**src/rtl/mem_arbiter.sv**
```systemverilog
// mem_arbiter: shares one single-port synchronous memory between the program
// loader, core instruction fetch and core data port. The loader always wins.
// Fetch and data alternate when both request. One transaction is in flight at
// a time, and every register advances only on clock-enable steps.
module mem_arbiter #(
  parameter int ADDR_WIDTH = 12,
  parameter int DATA_WIDTH = 12,
  parameter int MEM_DEPTH  = 255
) (
  input  logic                  clk,
  input  logic                  reset_n,
  input  logic                  ce,
  input  logic                  ld_req,
  input  logic                  ld_we,
  input  logic [ADDR_WIDTH-1:0] ld_addr,
  input  logic [DATA_WIDTH-1:0] ld_wdata,
  output logic                  ld_gnt,
  output logic                  ld_ack,
  input  logic                  if_req,
  input  logic [ADDR_WIDTH-1:0] if_addr,
  output logic                  if_gnt,
  output logic                  if_ack,
  input  logic                  dm_req,
  input  logic                  dm_we,
  input  logic [ADDR_WIDTH-1:0] dm_addr,
  input  logic [DATA_WIDTH-1:0] dm_wdata,
  output logic                  dm_gnt,
  output logic                  dm_ack,
  output logic [DATA_WIDTH-1:0] rdata,
  output logic                  err,
  output logic [ADDR_WIDTH-1:0] mem_addr,
  output logic                  mem_we,
  output logic [DATA_WIDTH-1:0] mem_wdata,
  input  logic [DATA_WIDTH-1:0] mem_rdata
);

  typedef enum logic [1:0] {IDLE, ACCESS, RESP} state_t;
  typedef enum logic [1:0] {OWN_LD, OWN_IF, OWN_DM} owner_t;

  localparam logic [ADDR_WIDTH-1:0] DEPTH = ADDR_WIDTH'(MEM_DEPTH);

  state_t                state;
  state_t                state_nx;
  owner_t                owner;
  owner_t                sel_owner;
  logic                  last_dm;    // 1: data port won the last fetch/data contest
  logic                  cur_we;
  logic                  cur_ok;     // latched address was in range
  logic                  any_req;
  logic                  sel_we;
  logic                  sel_ok;
  logic [ADDR_WIDTH-1:0] sel_addr;
  logic [DATA_WIDTH-1:0] sel_wdata;

  assign any_req = ld_req | if_req | dm_req;
  assign sel_ok  = (sel_addr < DEPTH);

  // Pick the requester that would win an arbitration this step.
  // NOTE: every variable gets a default at the top of an always_comb so no
  // path leaves it unassigned, which would otherwise infer a latch.
  always_comb begin
    sel_owner = OWN_DM;
    sel_we    = dm_we;
    sel_addr  = dm_addr;
    sel_wdata = dm_wdata;
    if (ld_req) begin
      sel_owner = OWN_LD;
      sel_we    = ld_we;
      sel_addr  = ld_addr;
      sel_wdata = ld_wdata;
    end else if (if_req && (!dm_req || last_dm)) begin
      sel_owner = OWN_IF;
      sel_we    = 1'b0;
      sel_addr  = if_addr;
      sel_wdata = '0;
    end
  end

  // State register, advanced only on enabled steps.
  // NOTE: sequential state uses non-blocking assignments so every register
  // samples pre-edge values regardless of block evaluation order.
  always_ff @(posedge clk or negedge reset_n) begin
    if (!reset_n) begin
      state <= IDLE;
    end else if (ce) begin
      state <= state_nx;
    end
  end

  // Next-state: writes finish in ACCESS, reads take one more step in RESP.
  always_comb begin
    state_nx = state;
    case (state)
      IDLE:    if (any_req) state_nx = ACCESS;
      ACCESS:  state_nx = cur_we ? IDLE : RESP;
      RESP:    state_nx = IDLE;
      default: state_nx = IDLE;
    endcase
  end

  // Registered outputs and transaction context; gnt/ack/err are one-step pulses.
  always_ff @(posedge clk or negedge reset_n) begin
    if (!reset_n) begin
      ld_gnt    <= 1'b0;
      ld_ack    <= 1'b0;
      if_gnt    <= 1'b0;
      if_ack    <= 1'b0;
      dm_gnt    <= 1'b0;
      dm_ack    <= 1'b0;
      rdata     <= '0;
      err       <= 1'b0;
      mem_addr  <= '0;
      mem_we    <= 1'b0;
      mem_wdata <= '0;
      owner     <= OWN_LD;
      last_dm   <= 1'b1;
      cur_we    <= 1'b0;
      cur_ok    <= 1'b0;
    end else if (ce) begin
      ld_gnt <= 1'b0;
      if_gnt <= 1'b0;
      dm_gnt <= 1'b0;
      ld_ack <= 1'b0;
      if_ack <= 1'b0;
      dm_ack <= 1'b0;
      err    <= 1'b0;
      case (state)
        IDLE: begin
          if (any_req) begin
            owner     <= sel_owner;
            cur_we    <= sel_we;
            cur_ok    <= sel_ok;
            mem_addr  <= sel_addr;
            mem_wdata <= sel_wdata;
            mem_we    <= sel_we && sel_ok;
            ld_gnt    <= (sel_owner == OWN_LD);
            if_gnt    <= (sel_owner == OWN_IF);
            dm_gnt    <= (sel_owner == OWN_DM);
            // Loader grants leave the fetch/data rotation untouched.
            if (sel_owner != OWN_LD) last_dm <= (sel_owner == OWN_DM);
          end else begin
            mem_we <= 1'b0;
          end
        end
        ACCESS: begin
          mem_we <= 1'b0;
          if (cur_we) begin
            ld_ack <= (owner == OWN_LD);
            if_ack <= (owner == OWN_IF);
            dm_ack <= (owner == OWN_DM);
            err    <= !cur_ok;
          end
        end
        RESP: begin
          rdata  <= cur_ok ? mem_rdata : '0;
          err    <= !cur_ok;
          ld_ack <= (owner == OWN_LD);
          if_ack <= (owner == OWN_IF);
          dm_ack <= (owner == OWN_DM);
        end
        default: ;
      endcase
    end
  end

endmodule

```
**config.mk**
```make
export PLATFORM = sky130hd
export DESIGN_NAME = mem_arbiter
export DESIGN_NICKNAME = d
export VERILOG_FILES = /design/src/rtl/mem_arbiter.sv
export SDC_FILE = /design/constraint.sdc
export NUM_CORES = 1
export LEC_CHECK = 0
export CORE_MARGIN = 2
export CORE_UTILIZATION = 35
export DETAILED_ROUTE_END_ITERATION = 8
export MAX_ROUTING_LAYER = met4
export PLACE_DENSITY = 0.77
export SYNTH_ARGS = -nofsm -noshare
export SYNTH_HDL_FRONTEND = slang
export SYNTH_SLANG_ARGS = --single-unit
```
**constraint.sdc**
```tcl
create_clock -name clk -period 3.3 [get_ports clk]
set_input_delay 0.66 -clock clk [delete_from_list [all_inputs] [get_ports clk]]
set_output_delay 0.66 -clock clk [all_outputs]
set_load 0.03 [all_outputs]
```
# After elaboration in Yosys (flattened, before gate mapping)
# Index checks and enable logic that the tools add are counted.
[totals] input_bits=80 out_inout_bits=44 elab_cells=69 register_bits=51
[classes] bitwise=2 reduce_logical=15 eq_ne=7 order_cmp=1 n_mux=28
[ops] operator="two-way mux 12 bit" n=5
[ops] operator="two-way mux 1 bit" n=13
[ops] operator="less-than comparator 12 x 8 -> 1 bit, second input constant" n=1
[ops] operator="one-hot mux 1 bit (2 select lines)" n=5
[ops] operator="two-way mux 2 bit" n=4
[ops] operator="== test 2 x 1 -> 1 bit, second input constant" n=3
[ops] operator="== test 2 bit, second input constant" n=3
[ops] operator="zero test 2 bit" n=3
[ops] operator="AND reduction 2 bit" n=3
[ops] operator="one-hot mux 2 bit (2 select lines)" n=1
[ops] operator="AND reduction 4 bit" n=1
[ops] operator="nonzero test 2 bit" n=2
[ops] operator="AND reduction 3 bit" n=1
[ops] operator="logical AND 1 bit" n=2
[ops] operator="zero test 1 bit" n=2
[ops] operator="!= test 2 bit, second input constant" n=1
[ops] operator="bitwise OR 1 bit" n=2
[ops] operator="logical OR 1 bit" n=1

# Longest topological paths before layout
[depth] ltp_word=9 mapped_depth=7 mapped_depth_nobuf=7

# Worst setup path before layout
# No wires, ideal clock.
[synth_timing] path_kind="input to register" startpoint="input if_req" endpoint="register mem_addr[5]" stages=4 path_slack_ns=1.442 setup_time_ns=0.125 arrival_time_ns=1.734 path_buffers=2 required_time_ns=3.175 cell_sequence="buf_4 o31ai_4 buf_4 mux2_2"
[synth_between] elab_chain_len=3 word_cells_on_any_way=6 classes_between="2 x mux; 2 x bitwise; 2 x reduce/logical"
[synth_rtl] item="from (decl)" line="19" source="input logic if_req,"
[synth_rtl] item="bitwise OR 1 bit / logical AND 1 bit (equally long branches)" line="55, 71"
[synth_rtl] item="bitwise OR 1 bit / two-way mux 12 bit (equally long branches)" line="55, 71"
[synth_rtl] item="AND reduction 3 bit (no line) / two-way mux 12 bit (equally long branches)"
[synth_rtl] item="to (signal assigned)" line="133" source="mem_addr <= sel_addr;"
[synth_rtl] item="to (decl)" line="31" source="output logic [ADDR_WIDTH-1:0] mem_addr,"
# Several ways; a longest one is shown, not always the timed one.
# A chain may end at the register's enable or synchronous reset.

# Worst setup path in the final report
[layout_timing] startpoint="input if_req" endpoint="register mem_wdata[7]"
[layout_between] elab_chain_len=3 word_cells_on_any_way=6 classes_between="2 x mux; 2 x bitwise; 2 x reduce/logical"
[layout_rtl] item="bitwise OR 1 bit / logical AND 1 bit (equally long branches)" line="55, 71"
[layout_rtl] item="bitwise OR 1 bit / two-way mux 12 bit (equally long branches)" line="55, 71"
[layout_rtl] item="AND reduction 3 bit (no line) / two-way mux 12 bit (equally long branches)"
[layout_rtl] item="to (signal assigned)" line="134" source="mem_wdata <= sel_wdata;"
[layout_rtl] item="to (decl)" line="33" source="output logic [DATA_WIDTH-1:0] mem_wdata,"
# Several ways; a longest one is shown, not always the timed one.

==> results.sh <==
export IMPL_syn_cell_area_um2=2630
export IMPL_holdBufCountCts=0
export IMPL_cts_tree="built"
export IMPL_die_h_um=90.6
export IMPL_routed_wl_um=7100
export IMPL_rrSetupSlack_ns=1.43
export IMPL_diodes=0
export IMPL_die_w_um=90.6
export IMPL_hold_path_class="in -> async"
export IMPL_skew_ns=0.0111
export IMPL_ys_ff_latch=51
export IMPL_final_hold_viol_count=0
export IMPL_worst_pin_slew_ns=1.18
export IMPL_grt_overflow=0
export IMPL_final_cell_area_um2=4030
export IMPL_grt_pass1_vias=2443
export IMPL_regToRegEndpoint="owner[0]$_DFFE_PN0P_"
export IMPL_fin_nets=481
export IMPL_syn_inst=279
export IMPL_pwr_density_cell_nw_per_um2=751
export IMPL_synthFlopType="dfrtp_1"
export IMPL_cts_sinks=51
export IMPL_p_leak_nw=1.66
export IMPL_synth_area_leaders="dfrtp_1, nand2_1, o21ai_1"
export IMPL_syn2layout_area_growth_pct=53.3
export IMPL_worst_ep_arrival_time_ns=2.82
export IMPL_drv_cap=0
export IMPL_final_layout_size_suffix_gt1_frac=0.0902
export IMPL_startpoint_type="primary input"
export IMPL_finalSetupViolations=0
export IMPL_ys_seq_area_frac=0.487
export IMPL_ys_warn_count=0
export IMPL_cp_required_ns=3.54
export IMPL_ant_nets=0
export IMPL_fin_crit_sh=0.782
export IMPL_rsz0062_at_grt="false"
export IMPL_drtIter0Drc=63
export IMPL_antenna_found_initial=0
export IMPL_worstSetupEndpoint="mem_wdata[7]$_DFFE_PN0P_"
export IMPL_crit_path_start="if_req"
export IMPL_post_cts_resized=0
export IMPL_initial_core_util=0.362
export IMPL_fmax_mhz=387
export IMPL_async_flop_share=1.00
export IMPL_r2r_cells=7
export IMPL_synth_common_cells="nand2_1, dfrtp_1, o21ai_1, o21ai_0"
export IMPL_crit_path_end_kind="flop"
export IMPL_synth_distinct_cells=39
export IMPL_io_buffers=123
export IMPL_synth_top_cell_area_share=0.477
export IMPL_rows=31
export IMPL_drcViolationCount=0
export IMPL_slew_viol_final=0
export IMPL_root_buffer="clkbuf_8"
export IMPL_grt_pass1_wl_um=11700
export IMPL_power_mw=3.02
export IMPL_viasPerCell=4.87
export IMPL_synth_edf_count=0
export IMPL_slew_headroom=0.216
export IMPL_ioPinCount=124
export IMPL_fin_crit_ns=2.58
export IMPL_peakVddDrop_v=0.000350
export IMPL_grt_max_degree=52
export IMPL_regToRegStartpoint="state[0]$_DFFE_PN0P_"
export IMPL_post_cts_setup_buffers=0
export IMPL_synth_most_common_cell="nand2_1"
export IMPL_crit_fanout=30
export IMPL_dpl_hpwl_um=5540
export IMPL_path_class="in -> reg"
export IMPL_status="completed"
export IMPL_wl_per_cell_um=14.3
export IMPL_htreeDepth=2
export IMPL_synth_fp_nets=362
export IMPL_dieArea_um2=8210
export IMPL_synth_area_leader_cell="dfrtp_1"
export IMPL_cts_buffer_depth=2
export IMPL_placed_area_um2=3930
export IMPL_clk_latency_ns=0.31
export IMPL_syn_area_per_cell_um2=9.41
export IMPL_dr_pass1_iters=4
export IMPL_dr_total_vias=2426
export IMPL_gp_congestion=0.773
export IMPL_numCtsBuffers=5
export IMPL_finalSetupTns_ns=0
export IMPL_groute_usage_overall=0.180
export IMPL_coreArea_um2=7250
export IMPL_path_clk_slew_ns=0.10
==> sequential cells by signal, indices dropped and copies added, names as in the netlist <==
| name | cells |
|---|---|
| mem_addr | 12 |
| state | 2 |
| cur_ok | 1 |
| rdata | 12 |
| owner | 2 |
| ld_ack | 1 |
| ld_gnt | 1 |
| dm_gnt | 1 |
| dm_ack | 1 |
| mem_we | 1 |
| if_ack | 1 |
| if_gnt | 1 |
| cur_we | 1 |
| last_dm | 1 |
| err | 1 |
| mem_wdata | 12 |
==> per-stage QoR <==
stage	setup slack (ns)	std cells	hold WS, ns	util
after floorplan	1.44	279	0.364	-
after global placement	0.429	490	0.461	0.541
after detailed placement	0.358	490	0.469	0.541
after CTS	0.683	498	0.479	0.555
after global routing	0.526	498	0.508	0.555
final	0.719	498	0.462	0.555
==> kinds of logic after synthesis <==
| group | synth area share |
|---|---|
| simple gates | 0.178 |
| compound gates | 0.186 |
| flops | 0.487 |
| buf+inv | 0.0500 |
| mux | 0.0848 |
| fa+ha+maj | 0.0143 |
==> placed cells by master, fill, tap and decap left out, types with 4 or more instances in the layout <==
| master | count |
|---|---|
| nand3_1 | 4 |
| clkbuf_8 | 6 |
| mux2_2 | 10 |
| a22oi_1 | 12 |
| o21ai_0 | 20 |
| dfrtp_1 | 50 |
| nand2_1 | 62 |
| nor2_1 | 7 |
| nand4_1 | 5 |
| inv_1 | 12 |
| mux2i_1 | 11 |
| buf_4 | 5 |
| clkdlybuf4s50_1 | 121 |
| nor2b_1 | 12 |
| o21ai_1 | 25 |
==> per-layer routing <==
layer  routed length [um]  vias up  track usage
li1                     -     1199            -
met1                 3130     1106        0.228
met2                 3330      111        0.290
met3                  541       10       0.0442
met4                   97        0       0.0436
met5                    0        -            -
==> layout make-up <==
| class | count | area [um^2] |
|---|---|---|
| well taps | 99 | 124 |
| clock inverters | 2 | 16.3 |
| repair buffers | 128 | 1260 |
| fillers | 669 | 3230 |
| clock buffers | 6 | 82.6 |
| flip-flops and latches | 51 | 1280 |
| multi-input cells | 199 | 1220 |
| inverters | 13 | 50.0 |
==> worst max-delay path, stage by stage <==
cell	delay (ns)
clkdlybuf4s50_1	0.58
o31ai_4	1.06
buf_4	0.35
nand2_1	0.07
o21ai_1	0.09
==> power breakdown <==
part / switching (mW) / internal [mW] / leakage [nW]
registers: 0.162 / 0.887 / 0.662
clock network: 0.213 / 0.171 / 0.0474
logic: 0.897 / 0.691 / 0.954
==> how the worst min path moves through the flow <==
| stage | startpoint | end | slack, ns | cells after the start |
|---|---|---|---|---|
| after floorplan | reset_n | cur_ok$_DFFE_PN0P_ | 0.36 | 0 |
| after global placement | mem_addr[6]$_DFFE_PN0P_ | mem_addr[6]$_DFFE_PN0P_ | 0.46 | 1 |
| after detailed placement | mem_addr[6]$_DFFE_PN0P_ | mem_addr[6]$_DFFE_PN0P_ | 0.47 | 1 |
| after CTS | reset_n | cur_we$_DFFE_PN0P_ | 0.48 | 2 |
| after global routing | reset_n | cur_we$_DFFE_PN0P_ | 0.51 | 2 |
| final | reset_n | cur_we$_DFFE_PN0P_ | 0.46 | 2 |
Power figures use the tool's default switching activity.
